[config.mk]
export PLATFORM = sky130hd
export DESIGN_NAME = filter_job_ctrl_flat
export DESIGN_NICKNAME = d
export VERILOG_FILES = /design/src/rtl/filter_job_if.sv /design/src/rtl/filter_job_ctrl.sv /design/src/flat_wrapper.sv
export SDC_FILE = /design/constraint.sdc
export NUM_CORES = 1
export LEC_CHECK = 0
export ABC_AREA = 1
export CELL_PAD_IN_SITES_DETAIL_PLACEMENT = 0
export CELL_PAD_IN_SITES_GLOBAL_PLACEMENT = 1
export CORE_UTILIZATION = 40
export CTS_CLUSTER_SIZE = 24
export DETAILED_ROUTE_END_ITERATION = 8
export GPL_TIMING_DRIVEN = 0
export HOLD_SLACK_MARGIN = 0.03
export PLACE_DENSITY = 0.88
export SYNTH_ARGS = -nofsm -noshare
export SYNTH_HDL_FRONTEND = slang
export SYNTH_SLANG_ARGS = --single-unit
[constraint.sdc]
create_clock -name CLK -period 4.5 [get_ports CLK]
set_input_delay 0.9 -clock CLK [delete_from_list [all_inputs] [get_ports CLK]]
set_output_delay 0.9 -clock CLK [all_outputs]
set_load 0.02 [all_outputs]
[src/rtl/filter_job_if.sv]
// Button, PC and status bundle between the board/GPU side and filter_job_ctrl.
// master drives buttons and pc_in; slave (the controller) drives everything else.
interface filter_job_if #(parameter int PC_W = 32);
  logic            identity_n;
  logic            kernel1_n;
  logic            kernel2_n;
  logic            kernel3_n;
  logic [PC_W-1:0] pc_in;
  logic [1:0]      kernel;
  logic [PC_W-1:0] pc_out;
  logic            gpu_rst;
  logic            busy;
  logic            done;
  logic [7:0]      run_count;
  logic [7:0]      abort_count;

  modport master (
    output identity_n, kernel1_n, kernel2_n, kernel3_n, pc_in,
    input  kernel, pc_out, gpu_rst, busy, done, run_count, abort_count
  );
  modport slave (
    input  identity_n, kernel1_n, kernel2_n, kernel3_n, pc_in,
    output kernel, pc_out, gpu_rst, busy, done, run_count, abort_count
  );
endinterface

[src/rtl/filter_job_ctrl.sv]
// Filter GPU job sequencer: debounced kernel buttons, GPU restart, run monitoring
// until the end PC, and completion/abort status.
module filter_btn_debounce #(
  parameter int CYCLES = 16
) (
  input  logic CLK,
  input  logic reset,
  input  logic raw_n,
  output logic press
);
  localparam int CW = (CYCLES > 1) ? $clog2(CYCLES) : 1;

  logic          sync1, sync2, level;
  logic [CW-1:0] cnt;

  always_ff @(posedge CLK) begin
    if (reset) begin
      sync1 <= 1'b1;
      sync2 <= 1'b1;
      level <= 1'b1;
      cnt   <= '0;
      press <= 1'b0;
    end else begin
      sync1 <= raw_n;
      sync2 <= sync1;
      press <= 1'b0;
      if (sync2 == level) begin
        cnt <= '0;
      end else if (cnt == CW'(CYCLES - 1)) begin
        // CYCLES-th consecutive differing sample: accept the new level
        level <= sync2;
        cnt   <= '0;
        press <= level;
      end else begin
        cnt <= cnt + 1'b1;
      end
    end
  end
endmodule

module filter_job_ctrl #(
  parameter int              DEBOUNCE_CYCLES = 16,
  parameter int              RESTART_CYCLES  = 8,
  parameter int              PC_W            = 32,
  parameter logic [PC_W-1:0] END_PC          = 200
) (
  input logic         CLK,
  input logic         reset,
  filter_job_if.slave bus
);
  localparam int RW = (RESTART_CYCLES > 1) ? $clog2(RESTART_CYCLES) : 1;

  typedef enum logic [1:0] {S_RESTART, S_RUN, S_DONE} state_t;

  state_t          state;
  logic [RW-1:0]   rcnt;
  logic [PC_W-1:0] pc_s;
  logic            end_prev;
  logic [3:0]      btn_n, press;
  logic            any_press;
  logic [1:0]      sel;

  assign btn_n = {bus.kernel3_n, bus.kernel2_n, bus.kernel1_n, bus.identity_n};

  for (genvar i = 0; i < 4; i++) begin : g_btn
    filter_btn_debounce #(.CYCLES(DEBOUNCE_CYCLES)) u_db (
      .CLK  (CLK),
      .reset(reset),
      .raw_n(btn_n[i]),
      .press(press[i])
    );
  end

  // Lowest index wins: identity > kernel1 > kernel2 > kernel3
  always_comb begin
    sel = 2'd0;
    for (int i = 3; i >= 0; i--)
      if (press[i]) sel = 2'(i);
  end
  assign any_press = |press;

  always_ff @(posedge CLK) begin
    if (reset) begin
      state           <= S_RESTART;
      rcnt            <= '0;
      pc_s            <= '0;
      end_prev        <= 1'b0;
      bus.kernel      <= 2'd0;
      bus.pc_out      <= '0;
      bus.gpu_rst     <= 1'b1;
      bus.busy        <= 1'b1;
      bus.done        <= 1'b0;
      bus.run_count   <= 8'd0;
      bus.abort_count <= 8'd0;
    end else begin
      pc_s     <= bus.pc_in;
      end_prev <= 1'b0;
      case (state)
        S_RESTART: begin
          if (any_press) begin
            bus.kernel <= sel;
            rcnt       <= '0;
          end else if (rcnt == RW'(RESTART_CYCLES - 1)) begin
            state       <= S_RUN;
            rcnt        <= '0;
            bus.gpu_rst <= 1'b0;
          end else begin
            rcnt <= rcnt + 1'b1;
          end
        end
        S_RUN: begin
          bus.pc_out <= bus.pc_in;
          // pc_in crosses from clkProc: require END_PC on two consecutive samples
          end_prev   <= (pc_s == END_PC);
          if (any_press) begin
            state           <= S_RESTART;
            rcnt            <= '0;
            bus.kernel      <= sel;
            bus.abort_count <= bus.abort_count + 8'd1;
            bus.gpu_rst     <= 1'b1;
            bus.pc_out      <= '0;
          end else if (pc_s == END_PC && end_prev) begin
            state         <= S_DONE;
            bus.run_count <= bus.run_count + 8'd1;
            bus.gpu_rst   <= 1'b1;
            bus.busy      <= 1'b0;
            bus.done      <= 1'b1;
            bus.pc_out    <= END_PC;
          end
        end
        S_DONE: begin
          if (any_press) begin
            state       <= S_RESTART;
            rcnt        <= '0;
            bus.kernel  <= sel;
            bus.busy    <= 1'b1;
            bus.done    <= 1'b0;
            bus.pc_out  <= '0;
          end
        end
        default: state <= S_RESTART;
      endcase
    end
  end
endmodule

[src/flat_wrapper.sv]
// flat-port wrapper written by rule: the top's interface ports become plain ports
module filter_job_ctrl_flat 
#(
  parameter int              DEBOUNCE_CYCLES = 16,
  parameter int              RESTART_CYCLES  = 8,
  parameter int              PC_W            = 32,
  parameter logic [PC_W-1:0] END_PC          = 200
)
  (CLK, reset, bus_identity_n, bus_kernel1_n, bus_kernel2_n, bus_kernel3_n, bus_pc_in, bus_kernel, bus_pc_out, bus_gpu_rst, bus_busy, bus_done, bus_run_count, bus_abort_count);
  filter_job_if #(.PC_W(PC_W)) bus_i ();
  input logic CLK;
  input logic reset;
  input wire logic [$bits(bus_i.identity_n)-1:0] bus_identity_n;
  input wire logic [$bits(bus_i.kernel1_n)-1:0] bus_kernel1_n;
  input wire logic [$bits(bus_i.kernel2_n)-1:0] bus_kernel2_n;
  input wire logic [$bits(bus_i.kernel3_n)-1:0] bus_kernel3_n;
  input wire logic [$bits(bus_i.pc_in)-1:0] bus_pc_in;
  output wire logic [$bits(bus_i.kernel)-1:0] bus_kernel;
  output wire logic [$bits(bus_i.pc_out)-1:0] bus_pc_out;
  output wire logic [$bits(bus_i.gpu_rst)-1:0] bus_gpu_rst;
  output wire logic [$bits(bus_i.busy)-1:0] bus_busy;
  output wire logic [$bits(bus_i.done)-1:0] bus_done;
  output wire logic [$bits(bus_i.run_count)-1:0] bus_run_count;
  output wire logic [$bits(bus_i.abort_count)-1:0] bus_abort_count;
  assign bus_i.identity_n = bus_identity_n;
  assign bus_i.kernel1_n = bus_kernel1_n;
  assign bus_i.kernel2_n = bus_kernel2_n;
  assign bus_i.kernel3_n = bus_kernel3_n;
  assign bus_i.pc_in = bus_pc_in;
  assign bus_kernel = bus_i.kernel;
  assign bus_pc_out = bus_i.pc_out;
  assign bus_gpu_rst = bus_i.gpu_rst;
  assign bus_busy = bus_i.busy;
  assign bus_done = bus_i.done;
  assign bus_run_count = bus_i.run_count;
  assign bus_abort_count = bus_i.abort_count;
  filter_job_ctrl #(.DEBOUNCE_CYCLES(DEBOUNCE_CYCLES), .RESTART_CYCLES(RESTART_CYCLES), .PC_W(PC_W), .END_PC(END_PC)) u_core (.CLK(CLK), .reset(reset), .bus(bus_i));
endmodule
### After elaboration in Yosys (flattened, before gate mapping)

Cells that the tools add are included.

| operators by class | value |
|---|---|
| eq/ne operators | 19 |
| add/subtract/negate cells | 7 |
| mux-type cells | 30 |
| reductions and logical operators | 29 |
| bitwise operators | 10 |

Operators by type and width:

| operator | count |
|---|---|
| 2-to-1 mux 32 bit | 3 |
| case mux 32 bit (2 select lines) | 1 |
| == test 32 x 8 -> 1 bit (second input constant) | 1 |
| OR reduction 3 bit | 9 |
| 2-to-1 mux 2 bit | 9 |
| adder 4 x 1 -> 4 bit (second input constant) | 4 |
| adder 8 x 1 -> 8 bit (second input constant) | 2 |
| == test 4 bit (second input constant) | 4 |
| AND reduction 2 bit | 8 |
| AND reduction 4 bit | 3 |
| NOT 1 bit | 10 |
| 2-to-1 mux 1 bit | 9 |
| 2-to-1 mux 3 bit | 3 |
| != test 2 x 1 -> 1 bit (second input constant) | 4 |
| case mux 1 bit (2 select lines) | 3 |
| case mux 2 bit (3 select lines) | 1 |
| case mux 3 bit (2 select lines) | 1 |
| nonzero test 2 bit | 3 |
| == test 1 bit | 4 |
| != test 2 bit (second input constant) | 2 |
| OR reduction 2 bit | 2 |
| OR reduction 4 bit | 1 |
| adder 3 x 1 -> 3 bit (second input constant) | 1 |
| == test 3 bit (second input constant) | 1 |
| other kinds (6) | 6 |

| storage, ports and cells | value |
|---|---|
| register bits after elaboration | 123 |
| input port bits | 38 |
| output and inout bits | 53 |
| logic and storage cells | 126 |

### Depth between registers and ports, before layout

| logic depth | value |
|---|---|
| depth in word-level cells | 5 |
| gate-level depth with buffers | 12 |
| mapped depth without buffers | 11 |

### Modules after synthesis

Synthesis repeated with hierarchy kept, for this count alone.

| unflattened totals | value |
|---|---|
| cell total of the unflattened synthesis | 630 |
| area, all modules | 4958.5 um^2 |

Modules (own cells, without submodules):

| module | cells each | seq. area each (um^2) | instances | area each (um^2) |
|---|---|---|---|---|
| filter_job_ctrl | 498 | 1821.7 | 1 | 3782.4 |
| filter_btn_debounce | 33 | 160.2 | 4 | 294.0 |

### Worst setup path after synthesis

No wires, ideal clock.

| timing path | value |
|---|---|
| path type | input to register |
| start | in reset |
| end | reg u_core.bus.pc_out[17] |
| path buffers | 2 |
| stages | 5 |
| arrival time | 1.541 ns |
| required time | 4.387 ns |
| setup slack | 2.847 ns |
| cells stage by stage | buf_2 buf_1 nor2_1 nand2_2 nand2_1 |

RTL lines:

| what | RTL line | text |
|---|---|---|
| start: declaration | flat_wrapper.sv:12 | `input logic reset;` |
| end signal: assignment | filter_job_ctrl.sv:112 | `bus.pc_out <= bus.pc_in;` |
| end: declaration | filter_job_if.sv:23 | `output kernel, pc_out, gpu_rst, busy, done, run_count, abort_count` |

### Worst setup path after layout

| timing path | value |
|---|---|
| start | reg u_core.bus.run_count[0] |
| end | out bus_run_count[0] |

RTL lines:

| what | RTL line | text |
|---|---|---|
| start: declaration | filter_job_if.sv:23 |  |
| start signal: assignment | filter_job_ctrl.sv:124 | `bus.run_count <= bus.run_count + 8'd1;` |
| end: declaration | flat_wrapper.sv:23 | `output wire logic [$bits(bus_i.run_count)-1:0] bus_run_count;` |

No word-level cell between the ends.

==> impl_metrics.csv <==
group,metric,value,unit
worst_setup_path,required,3.60,ns
worst_setup_path,cp_num_buf_inv,1,
sta,tns,0,ns
drt,vias,3881,
sta,fin_skew,0.0181,ns
floorplanning,dieArea,12200,um^2
worst_setup_path,cp_num_cells,1,
synth,yosysSeqAreaShare,0.522,
min_path,hold_depth,1,
grt,grtUsageTotal,0.176,
floorplanning,die_x,111,um
cts,clk_path_buf_depth,2,
drt,vias_per_cell,4.50,
grt,grt_start_max_net_pins,17,
drt,drt_pass1_iterations,5,
placed_design,globalplace.congestion,0.817,
worst_setup_path,cp-end-kind,"output port",
synth,synthCells,598,
cts,ctsRootBufferMaster,"clkbuf_16",
synth,synth.avg_cell_area,7.89,um^2
synth,synth_fp_nets,648,
power,ir_worst_vdd,0.276,mV
worst_setup_path,slowest_stage,"clkdlybuf4s50_1",
sta,final-setup-viol-count,0,
worst_setup_path,crit_chain,"clkdlybuf4s50_1",
worst_setup_path,cp_data_arrival_time,1.42,ns
finish,fillCellCount,1043,
finish,final_layout_size_suffix_gt1_frac,0.106,
grt,grt_pass1_vias,3821,
sta,fin_crit,2.32,ns
worst_setup_path,critPathLaunchType,"flop",
outcome,status,"complete, no violations",
cts,cts_setup_buffers,0,
cts,h-tree-depth,4,
sta,slew_viol_final,0,
finish,layout_common_cells,"123 x dfxtp_1, 114 x nand2_1, 95 x inv_1, 90 x clkdlybuf4s50_1, 83 x nor2_1",
drt,wl_per_cell,11.7,um
placed_design,io_buffers,90,
placed_design,dp_cells,831,
grt,overflow,0,
floorplanning,core,11500,um^2
cts,clock_sinks,123,
grt,globalRouteMet1Util,0.217,
cts,cts_buffers,17,
grt,gr-usage-met3,0.0604,
sta,hold_viol,0,
worst_setup_path,cp_max_fo,4,
synth,netlist_area,4720,um^2
sta,clock.fmax,430,MHz
sta,worstMarginPinSlew,0.567,ns
cts,clk_pin_slew,0.06,ns
worst_setup_path,reg2reg_depth,9,
finish,antenna_cells,0,
grt,grtUsageMet2,0.284,
placed_design,hpwlAfterDp,7240,um
grt,top_usage_layer,"met2",
drt,drc,0,
power,power_density,470,nW/um^2
synth,yosys_warnings,0,
finish,fin_nets,757,
drt,wirelength,10100,um
min_path,hold_class,"flop to flop",
drt,ant_nets,0,
synth,yosysUniqueCellTypes,33,
worst_setup_path,path_class,"flop to output port",
cts,cts_resized,0,
floorplanning,die_y,111,um
flow_run,cap_violations,0,
cts,insertion_delay,0.41,ns
cts,cts_tree,"done",
sta,rsz0062_at_grt,"false",
power,total_power,3.00,mW
worst_setup_path,cp_top_family,"buffers and inverters",
grt,grt_antenna_before_repair,0,
finish,area_delta_synth_final,35.0,%
worst_setup_path,max_stage_delay,0.63,ns
floorplanning,io-pin-count,91,
finish,layout_commonest_cell,"dfxtp_1",
cts,hold_buffers,0,
synth,ys_seq_elements,123,
floorplanning,start_util,0.411,
drt,first_iter_violations,243,
floorplanning,rows,39,
sta,slew_headroom,0.622,
sta,post-route-period-util,0.517,
power,leakage,2.82,nW
grt,grt_pass1_wl,17300,um
finish,instances_no_fill,863,
path summary, 6_finish.rpt:
check	start	endpoint	slack (ns)
hold reg to reg	u_core.g_btn[3].u_db.sync1	u_core.g_btn[3].u_db.sync2	0.41
setup / recovery	u_core.bus.run_count[0]	bus_run_count[0]	2.18
hold / removal	u_core.g_btn[3].u_db.sync1	u_core.g_btn[3].u_db.sync2	0.41
setup reg to reg	u_core.state[1]	u_core.bus.run_count[2]	2.85
where the power goes:
part	switching (mW)	internal [mW]	leakage, nW
combinational	0.267	0.207	1.55
clock	0.523	0.784	0.272
sequential	0.0438	1.17	1.00
total	0.834	2.16	2.82
flip-flops by register name, indices dropped and copies added, names as in the netlist, 3 cells and up:
signal	cells
u_core.g_btn.u_db.cnt	16
u_core.g_btn.u_db.sync1	4
u_core.bus.pc_out	32
u_core.pc_s	32
u_core.bus.abort_count	8
u_core.g_btn.u_db.level	4
u_core.bus.run_count	8
u_core.rcnt	3
u_core.g_btn.u_db.press	4
u_core.g_btn.u_db.sync2	4
synth_stat cells:
cell      number  area (um^2)
nand2_1      114          428
clkbuf_1       6         22.5
o221a_2        1         11.3
nor3_1         7         35.0
nand3_2        1         10.0
o21ai_0       15         75.1
clkinv_4       1         8.76
nand3_1       48          240
and2_1         2         12.5
nor2_4         1         11.3
nor2_1        83          312
or2_2          9         56.3
xnor2_1        3         26.3
xor2_1        11         96.3
o21bai_1       1         7.51
nand4_1        4         25.0
inv_2          2         7.51
dfxtp_1      123         2460
buf_6          1         11.3
buf_1          4         15.0
buf_4          1         7.51
inv_1         95          357
nor3b_1        2         15.0
nor2_2         6         37.5
buf_2          4         20.0
nor3_2         1         10.0
a21oi_1       22          110
nand3_4        1         17.5
buf_12         1         20.0
o21ai_1        1         5.00
nand2_2       14         87.6
ha_1          12          150
nor4_1         1         6.26
through the flow:
step | setup WS [ns] | utilization | hold slack [ns] | cell area [um^2]
floorplan | 2.85 | - | 0.389 | 4720
global placement | 2.05 | 0.506 | 0.394 | 5800
detailed placement | 2.04 | 0.506 | 0.394 | 5800
CTS | 2.15 | 0.555 | 0.406 | 6370
global route | 2.13 | 0.555 | 0.429 | 6370
finish | 2.18 | 0.555 | 0.408 | 6370
per-layer routing:
| layer | part of all wire | up-vias |
|---|---|---|
| met5 | 0 | - |
| li1 | - | 2048 |
| met2 | 0.45 | 91 |
| met1 | 0.48 | 1734 |
| met3 | 0.060 | 8 |
| met4 | 0.010 | 0 |
kinds of logic after synthesis:
kind of cell,Yosys count,share of synthesized area
AND/OR/NAND/NOR,294,0.276
flip-flops,123,0.522
buffers and inverters,115,0.0995
AO/OA/AOI/OAI,40,0.0443
XOR/XNOR,14,0.0260
adder cells (fa/ha/maj),12,0.0318
final cells by class:
cell class              count  area (um^2)  share of cell area
flip-flops and latches    123         2460               0.387
multi-input cells         360         1790               0.280
repair buffers             90          901               0.141
clock buffers              18          439              0.0689
inverters                  98          373              0.0585
well taps                 143          179              0.0281
clock inverters            14          134              0.0210
plain buffers              17         96.3              0.0151
(Power assumes the default switching activity.)
